===== config.mk =====
export PLATFORM = sky130hd
export DESIGN_NAME = dmem_arbiter_flat
export DESIGN_NICKNAME = d
export VERILOG_FILES = /design/src/rtl/dmem_arbiter_if.sv /design/src/rtl/dmem_arbiter.sv /design/src/flat_wrapper.sv
export SDC_FILE = /design/constraint.sdc
export NUM_CORES = 1
export LEC_CHECK = 0
export BUFFER_PORTS_ARGS = -buffer_cell sky130_fd_sc_hd__buf_2
export CORE_AREA = 2 2 99 101
export CTS_BUF_LIST = sky130_fd_sc_hd__clkbuf_4 sky130_fd_sc_hd__clkbuf_8 sky130_fd_sc_hd__clkbuf_16
export DETAILED_ROUTE_END_ITERATION = 6
export DIE_AREA = 0 0 101 103
export PLACE_DENSITY = 0.78
export SLEW_MARGIN = 20
export SYNTH_ARGS = -nofsm -noshare
export SYNTH_HDL_FRONTEND = slang
export SYNTH_SLANG_ARGS = --single-unit

===== constraint.sdc =====
create_clock -name clk -period 2.65 [get_ports clk]
set_clock_uncertainty 0.05 [all_clocks]
set_input_delay 0 -clock clk [delete_from_list [all_inputs] [get_ports clk]]
set_output_delay 0 -clock clk [all_outputs]
set_load 0.02 [all_outputs]

===== src/rtl/dmem_arbiter_if.sv =====
// Bundle of requester handshakes and the dmem bus shared by dmem_arbiter.
// The slave modport is the arbiter's view; master is the surrounding system.
interface dmem_arbiter_if #(
  parameter int DATA_W = 32,
  parameter int ADDR_W = 16
);
  logic              r0_req;
  logic              r0_we;
  logic              r0_lock;
  logic [ADDR_W-1:0] r0_addr;
  logic [DATA_W-1:0] r0_wd;
  logic              r0_gnt;
  logic              r0_rvalid;
  logic [DATA_W-1:0] r0_rd;

  logic              r1_req;
  logic              r1_we;
  logic              r1_lock;
  logic [ADDR_W-1:0] r1_addr;
  logic [DATA_W-1:0] r1_wd;
  logic              r1_gnt;
  logic              r1_rvalid;
  logic [DATA_W-1:0] r1_rd;

  logic [ADDR_W-1:0] mem_a;
  logic [DATA_W-1:0] mem_wd;
  logic              mem_we;
  logic [DATA_W-1:0] mem_rd;

  modport slave (
    input  r0_req, r0_we, r0_lock, r0_addr, r0_wd,
    output r0_gnt, r0_rvalid, r0_rd,
    input  r1_req, r1_we, r1_lock, r1_addr, r1_wd,
    output r1_gnt, r1_rvalid, r1_rd,
    output mem_a, mem_wd, mem_we,
    input  mem_rd
  );

  modport master (
    output r0_req, r0_we, r0_lock, r0_addr, r0_wd,
    input  r0_gnt, r0_rvalid, r0_rd,
    output r1_req, r1_we, r1_lock, r1_addr, r1_wd,
    input  r1_gnt, r1_rvalid, r1_rd,
    input  mem_a, mem_wd, mem_we,
    output mem_rd
  );
endinterface


===== src/rtl/dmem_arbiter.sv =====
// Round-robin arbiter sharing single-port dmem between CPU (r0) and loader (r1),
// with a bounded lock for atomic read-modify-write and registered read return.
module dmem_arbiter #(
  parameter int DATA_W   = 32,
  parameter int ADDR_W   = 16,
  parameter int MAX_LOCK = 4
) (
  input logic           clk,
  input logic           rst_n,
  dmem_arbiter_if.slave bus
);

  typedef enum logic {IDLE, LOCKED} state_t;

  localparam logic [4:0] MAX_LOCK_W = 5'(MAX_LOCK);
  localparam bit         LOCK_EN    = (MAX_LOCK > 1);

  state_t     state;
  logic       owner;
  logic       prio;
  logic [3:0] lock_cnt;

  logic [1:0] req;
  logic [1:0] lock;
  logic       gnt_vld;
  logic       gnt_id;
  logic       gnt_we;
  logic       gnt_lock;
  logic [4:0] cnt_next;

  assign req      = {bus.r1_req, bus.r0_req};
  assign lock     = {bus.r1_lock, bus.r0_lock};
  assign cnt_next = {1'b0, lock_cnt} + 5'd1;

  // Nothing is granted during reset so dmem can never be written then
  always_comb begin
    gnt_vld = 1'b0;
    gnt_id  = 1'b0;
    if (rst_n) begin
      if (state == LOCKED) begin
        if (req[owner]) begin
          gnt_vld = 1'b1;
          gnt_id  = owner;
        end
      end else if (req == 2'b11) begin
        gnt_vld = 1'b1;
        gnt_id  = prio;
      end else if (req[0]) begin
        gnt_vld = 1'b1;
        gnt_id  = 1'b0;
      end else if (req[1]) begin
        gnt_vld = 1'b1;
        gnt_id  = 1'b1;
      end
    end
  end

  assign gnt_we   = gnt_id ? bus.r1_we : bus.r0_we;
  assign gnt_lock = lock[gnt_id];

  assign bus.r0_gnt = gnt_vld & ~gnt_id;
  assign bus.r1_gnt = gnt_vld &  gnt_id;
  assign bus.mem_we = gnt_vld & gnt_we;
  assign bus.mem_a  = !gnt_vld ? '0 : (gnt_id ? bus.r1_addr : bus.r0_addr);
  assign bus.mem_wd = !gnt_vld ? '0 : (gnt_id ? bus.r1_wd   : bus.r0_wd);

  // Lock FSM and priority; leaving LOCKED always hands the next tie to the other side
  always_ff @(posedge clk or negedge rst_n) begin
    if (!rst_n) begin
      state    <= IDLE;
      owner    <= 1'b0;
      prio     <= 1'b0;
      lock_cnt <= 4'd0;
    end else if (state == LOCKED) begin
      if (gnt_vld) begin
        if (gnt_lock && (cnt_next < MAX_LOCK_W)) begin
          lock_cnt <= cnt_next[3:0];
        end else begin
          state    <= IDLE;
          lock_cnt <= 4'd0;
          prio     <= ~owner;
        end
      end else if (!lock[owner]) begin
        state    <= IDLE;
        lock_cnt <= 4'd0;
        prio     <= ~owner;
      end
    end else if (gnt_vld) begin
      prio <= ~gnt_id;
      if (gnt_lock && LOCK_EN) begin
        state    <= LOCKED;
        owner    <= gnt_id;
        lock_cnt <= 4'd1;
      end
    end
  end

  // dmem reads combinationally, so the word is captured in the grant cycle
  always_ff @(posedge clk or negedge rst_n) begin
    if (!rst_n) begin
      bus.r0_rvalid <= 1'b0;
      bus.r1_rvalid <= 1'b0;
      bus.r0_rd     <= '0;
      bus.r1_rd     <= '0;
    end else begin
      bus.r0_rvalid <= bus.r0_gnt & ~gnt_we;
      bus.r1_rvalid <= bus.r1_gnt & ~gnt_we;
      if (bus.r0_gnt && !gnt_we) bus.r0_rd <= bus.mem_rd;
      if (bus.r1_gnt && !gnt_we) bus.r1_rd <= bus.mem_rd;
    end
  end

endmodule

===== src/flat_wrapper.sv =====
// flat-port wrapper written by rule: the top's interface ports become plain ports
module dmem_arbiter_flat 
#(
  parameter int DATA_W   = 32,
  parameter int ADDR_W   = 16,
  parameter int MAX_LOCK = 4
)
  (clk, rst_n, bus_r0_req, bus_r0_we, bus_r0_lock, bus_r0_addr, bus_r0_wd, bus_r0_gnt, bus_r0_rvalid, bus_r0_rd, bus_r1_req, bus_r1_we, bus_r1_lock, bus_r1_addr, bus_r1_wd, bus_r1_gnt, bus_r1_rvalid, bus_r1_rd, bus_mem_a, bus_mem_wd, bus_mem_we, bus_mem_rd);
  dmem_arbiter_if #(.DATA_W(DATA_W), .ADDR_W(ADDR_W)) bus_i ();
  input logic clk;
  input logic rst_n;
  input wire logic [$bits(bus_i.r0_req)-1:0] bus_r0_req;
  input wire logic [$bits(bus_i.r0_we)-1:0] bus_r0_we;
  input wire logic [$bits(bus_i.r0_lock)-1:0] bus_r0_lock;
  input wire logic [$bits(bus_i.r0_addr)-1:0] bus_r0_addr;
  input wire logic [$bits(bus_i.r0_wd)-1:0] bus_r0_wd;
  output wire logic [$bits(bus_i.r0_gnt)-1:0] bus_r0_gnt;
  output wire logic [$bits(bus_i.r0_rvalid)-1:0] bus_r0_rvalid;
  output wire logic [$bits(bus_i.r0_rd)-1:0] bus_r0_rd;
  input wire logic [$bits(bus_i.r1_req)-1:0] bus_r1_req;
  input wire logic [$bits(bus_i.r1_we)-1:0] bus_r1_we;
  input wire logic [$bits(bus_i.r1_lock)-1:0] bus_r1_lock;
  input wire logic [$bits(bus_i.r1_addr)-1:0] bus_r1_addr;
  input wire logic [$bits(bus_i.r1_wd)-1:0] bus_r1_wd;
  output wire logic [$bits(bus_i.r1_gnt)-1:0] bus_r1_gnt;
  output wire logic [$bits(bus_i.r1_rvalid)-1:0] bus_r1_rvalid;
  output wire logic [$bits(bus_i.r1_rd)-1:0] bus_r1_rd;
  output wire logic [$bits(bus_i.mem_a)-1:0] bus_mem_a;
  output wire logic [$bits(bus_i.mem_wd)-1:0] bus_mem_wd;
  output wire logic [$bits(bus_i.mem_we)-1:0] bus_mem_we;
  input wire logic [$bits(bus_i.mem_rd)-1:0] bus_mem_rd;
  assign bus_i.r0_req = bus_r0_req;
  assign bus_i.r0_we = bus_r0_we;
  assign bus_i.r0_lock = bus_r0_lock;
  assign bus_i.r0_addr = bus_r0_addr;
  assign bus_i.r0_wd = bus_r0_wd;
  assign bus_r0_gnt = bus_i.r0_gnt;
  assign bus_r0_rvalid = bus_i.r0_rvalid;
  assign bus_r0_rd = bus_i.r0_rd;
  assign bus_i.r1_req = bus_r1_req;
  assign bus_i.r1_we = bus_r1_we;
  assign bus_i.r1_lock = bus_r1_lock;
  assign bus_i.r1_addr = bus_r1_addr;
  assign bus_i.r1_wd = bus_r1_wd;
  assign bus_r1_gnt = bus_i.r1_gnt;
  assign bus_r1_rvalid = bus_i.r1_rvalid;
  assign bus_r1_rd = bus_i.r1_rd;
  assign bus_mem_a = bus_i.mem_a;
  assign bus_mem_wd = bus_i.mem_wd;
  assign bus_mem_we = bus_i.mem_we;
  assign bus_i.mem_rd = bus_mem_rd;
  dmem_arbiter #(.DATA_W(DATA_W), .ADDR_W(ADDR_W), .MAX_LOCK(MAX_LOCK)) u_core (.clk(clk), .rst_n(rst_n), .bus(bus_i));
endmodule

* Word-level counts from Yosys, hierarchy flattened
Cells that the tools add are included.
** Word-level totals
- Bits in latches :: 0
- Memories kept :: 0
- Output and inout bits :: 117
- ROM bits :: 0
- RAM bits :: 0
- Bits in registers :: 73
- Logic and storage cells :: 72
- Input port bits :: 136
** Cells by class
- Reduce and logical (&&, ||, !) cells :: 9
- $add $sub $neg :: 1
- $lt $le $gt $ge :: 3
- Shifts and indexed selects :: 0
- Muxes and demuxes :: 39
- Div/mod/pow operators :: 0
- Bitwise operators :: 9
- Equal/unequal tests :: 3
- Multipliers :: 0
** Operators with widths (count)
- two-way mux 32 bit :: 2
- two-way mux 16 bit :: 2
- two-way mux 1 bit :: 29
- two-way mux 4 bit :: 6
- AND reduction 3 bit :: 3
- adder 4 x 1 -> 5 bit, second input constant :: 1
- AND 1 bit :: 5
- less-than comparator 5 x 3 -> 1 bit, second input constant :: 1
- less-than comparator 1 x 2 -> 1 bit, second input constant :: 2
- inverter 1 bit :: 4
- nonzero test 2 bit :: 2
- logical AND 1 bit :: 3
- inequality test 3 bit, second input constant :: 1
- equality test 2 bit, second input constant :: 1
- inequality test 2 x 1 -> 1 bit, second input constant :: 1
- logical NOT 1 bit :: 1

* Logic depth before layout (Yosys ltp)
- Depth after elaboration :: 11
- Depth in mapped cells :: 7
- Depth with buffers taken out :: 6

* Worst setup path after synthesis
Ideal clock, no wire load.
- Kind :: register -> register
- From :: register u_core.state
- To :: register u_core.bus.r0_rd[10]
- Slack :: 0.681 ns
- Clock period less this slack :: 1.969 ns
- Setup time :: 0.127 ns
- Arrival :: 1.792 ns
- Stages on the path, launching flop included :: 7
- Path through :: dfrtp_1 -> inv_1 -> a31oi_1 -> nor2b_1 -> buf_4 -> buf_6 -> mux2_1
** Between the ends
- Cells in the longest elaborated chain, start to end :: 5
- Elaborated cells on any way between the ends :: 9
- Classes of those cells :: 5 x mux; 2 x bitwise; 2 x reduce/logical
** Ends and longest elaborated chain
- from (decl) :: line dmem_arbiter.sv:18 : state_t state;
- from (signal assigned) :: line dmem_arbiter.sv:70 : state <= IDLE;
- from (signal assigned) :: line dmem_arbiter.sv:79 : state <= IDLE;
- from (signal assigned) :: line dmem_arbiter.sv:84 : state <= IDLE;
- two-way mux 1 bit :: line dmem_arbiter.sv:40 : if (state == LOCKED) begin
- two-way mux 1 bit :: line dmem_arbiter.sv:39 : if (rst_n) begin
- inverter 1 bit :: line dmem_arbiter.sv:61 : assign bus.r0_gnt = gnt_vld & ~gnt_id;
- AND 1 bit (*) :: line dmem_arbiter.sv:61
- net bus_r0_gnt :: line flat_wrapper.sv:17 : output wire logic [$bits(bus_i.r0_gnt)-1:0] bus_r0_gnt;
- logical AND 1 bit (*) :: line dmem_arbiter.sv:108 : if (bus.r0_gnt && !gnt_we) bus.r0_rd <= bus.mem_rd;
- to (signal assigned) :: line dmem_arbiter.sv:108
- to (decl) :: line dmem_arbiter_if.sv:32 : output r0_gnt, r0_rvalid, r0_rd,
The timed path passes the listed nets; every way through them passes the cells marked *.
A chain may end at the register's enable or synchronous reset.

* Final worst setup path
- From :: register u_core.state
- To :: output port bus_mem_wd[12]
** Between the ends
- Cells in the longest elaborated chain, start to end :: 4
- Elaborated cells on any way between the ends :: 6
- Classes of those cells :: 6 x mux
** Ends and longest elaborated chain
- two-way mux 1 bit :: line dmem_arbiter.sv:40
- two-way mux 1 bit :: line dmem_arbiter.sv:39
- two-way mux 32 bit :: line dmem_arbiter.sv:65 : assign bus.mem_wd = !gnt_vld ? '0 : (gnt_id ? bus.r1_wd : bus.r0_wd);
- two-way mux 32 bit (*) :: line dmem_arbiter.sv:65
- to (decl) :: line flat_wrapper.sv:29 : output wire logic [$bits(bus_i.mem_wd)-1:0] bus_mem_wd;
Mark *: on every way between the ends. The rest lies on a longest branch, timed or not.

==> impl_results.md <==
- Die Height: 103 microns
- Htree depth: 3
- Power Dens Cells: 922 mW/mm^2
- Cell Count, Final, Fillers Out: 751
- Asr flop ratio synth: 100%
- Peak VDD IR: 383 uV
- Final #Nets: 769
- Util after Layout: 57.8%
- Setup TNS Final: 0 ns
- Total inserted antenna cells: 0
- Min Tclk post-route: 2.38 ns
- Post-CTS setup buffers: 0
- Number of synthesized flops with an enable pin: 0
- Outcome: complete, no violations
- Die width: 101 microns
- DRT Wirelength: 12,000 microns
- Placer congestion estimate: 0.874
- Vias/cell: 4.92
- Unique cell type count in the Yosys netlist: 36
- ANT nets after route: 0
- Slew Limit Fails: 0
- Critical Path Max Stage Delay: 0.46 ns
- Total number of vias: 3,697
- Final period utilization: 89.7%
- Synth top area share: 50.4%
- Final-report setup violation count: 0
- PnR Total Power: 5.05 mW
- Inserted Clock Buffers: 9
- Most frequent cell after synthesis: nand2_1
- RSZ-0062 raised after global routing: false
- Vias in the first global route: 3,621
- GRT Overall Usage: 22.0%
- Seq/Total Area, Yosys: 50.4%
- Setup crit start kind: flop
- Flops & latches, synth: 73
- Area grow syn2layout: 50.9%
- Mapped Area: 0.00363 sq mm
- CP Class: reg2out
- Core footprint: 0.00946 sq mm
- Ports: 253
- Die area: 0.0104 sq mm
- CTS root buffer: clkbuf_8
- Grt total ovfl: 0
- Number of port buffers: 252
- Largest net degree at the start of global routing: 71
- Clock Sinks: 73
- CP endpoint kind: primary output
- Clk_lat worst skew: 0.33 ns
- Required @ worst endpoint: 2.60 ns
- Mapped Nets: 490
- Initial DRT Pass Iterations: 4
- Synth area leader: dfrtp_1
- Post-CTS Resized: 0
- Initial antenna violation count: 0
- Worst EP arrival: 2.33 ns
- First-pass GRT wire length: 17,900 microns
- Syn Area/Cell: 10.3 sq um
- TritonCTS clock tree: built
- Yosys warnings: 0
- Row count: 36
- 1st-iter DRT viols: 130
- Slew @ Worst Pin: 0.990 ns
- Layout cell share with drive strength beyond 1: 45.1%
- Post-Synthesis Cells: 353
- Reg clk slew, reported paths: 0.07 ns
- Post-DP HPWL: 8840 microns
- Max-cap violation count: 0
- Cell count after placement: 700
- CTS Buffer Depth: 2
- CP Max Fanout: 51
- Fmax: 421 MHz
- Crit-path slowest cell: dfrtp_1
- Ranking of synthesized cells by area: dfrtp_1, mux2_1, nand2_1
- HP Class: in2async
- Final hold vios: 0
- Most frequent cells after synthesis: nand2_1, dfrtp_1, mux2_1
- Routed WL per cell: 15.9 microns
- Ys flop type: dfrtp_1
- Pleak: 2.86 nW
- Number of remaining DRC errors: 0
- Initial Util: 38.3%
- CP cell instances: or3b_4 -> nand3_2 -> buf_4 -> nand2_1 -> o21ai_0 -> buf_2
- Slew headroom: 33.9%
## layout make-up
class                   instances  area [sq um]
well taps                     114           143
clock buffers                  11           145
fillers                       805          3990
inverters                       3          11.3
clock inverters                 5          63.8
multi-input cells             254          1640
repair buffers                291          1640
flip-flops and latches         73          1830
## state kept, by name, indices dropped and copies added, names as in the netlist
signal / count
u_core.owner: 1
u_core.lock_cnt: 4
u_core.bus.r0_rd: 32
u_core.prio: 1
u_core.bus.r1_rvalid: 1
u_core.bus.r0_rvalid: 1
u_core.bus.r1_rd: 32
u_core.state: 1
## kinds of logic after synthesis
| family | share of synthesized area [%] |
|---|---|
| compound gates | 10.2 |
| buf+inv | 4.49 |
| flops | 50.4 |
| mux | 20.2 |
| fa+ha+maj | 0.345 |
| simple gates | 14.5 |
## worst max-delay path, delay by kind of cell (launching register included)
| family | cells | cell delay, ns |
|---|---|---|
| AOI/OAI and AO/OA | 1 | 0.20 |
| buffers and inverters | 2 | 0.63 |
| DFF | 1 | 0.46 |
| and+or+nand+nor | 3 | 0.68 |
## final timing paths
kind	startpoint	end	slack (ns)	cells past startpoint
min in group clk	bus_r1_we	u_core.bus.r1_rvalid$_DFF_PN0_	0.04	2
worst max register to register	u_core.state$_DFF_PN0_	u_core.owner$_DFFE_PN0P_	0.29	5
worst min register to register	u_core.bus.r0_rd[24]$_DFFE_PN0P_	u_core.bus.r0_rd[24]$_DFFE_PN0P_	0.43	1
worst max-delay path	u_core.state$_DFF_PN0_	bus_mem_wd[12]	0.27	6
worst min-delay path	rst_n	u_core.state$_DFF_PN0_	0.03	2
max in group asynchronous	rst_n	u_core.bus.r1_rvalid$_DFF_PN0_	1.42	3
## per-stage QoR
stage / area [sq um] / hold slack, ns / setup slack (ns)
2_1_floorplan: 3630 / -0.346 / 0.681
3_3_place_gp: 4910 / -0.196 / 0.561
3_5_place_dp: 4910 / -0.198 / 0.472
4_1_cts: 5470 / 0.00127 / 0.248
5_1_grt: 5470 / 0.0154 / 0.0755
6_report: 5470 / 0.0318 / 0.272
## power breakdown
part,internal [mW],switching (mW),total [mW]
logic,0.873,1.44,2.31
clock network,0.478,0.405,0.883
registers,1.59,0.262,1.85
total,2.94,2.10,5.05
## repair_timing
item,CTS,global route
endpoints found under the setup margin,0,0
hold buffers,35,0
hold endpoints to repair,68,0
## cell usage in the layout (no fill, tap or decap), types with 2 or more instances in the layout
master         Yosys  routed
dlygate4sd3_1      0      35
a21oi_1            3       3
clkbuf_8           0      10
buf_4              2       4
mux2_1            58      58
mux2_2             6       6
a31oi_1            2       2
o31ai_1            2       2
nand2_1          101     101
buf_2             10     252
inv_1              2       2
a32oi_1            2       2
o21ai_1           23      23
clkinv_4           0       2
and2_1             3       3
o21ai_0           30      30
dfrtp_1           73      73
nor2_1             6       6
## per-layer routing
layer	vias to the layer above	wire (microns)	track usage, %
met3	13	912	5.56
met1	1744	4530	24.7
met5	-	5	0
li1	1766	-	-
met4	2	130	6.13
met2	172	6380	41.5
Note: power is estimated with default switching activity, not from simulation.
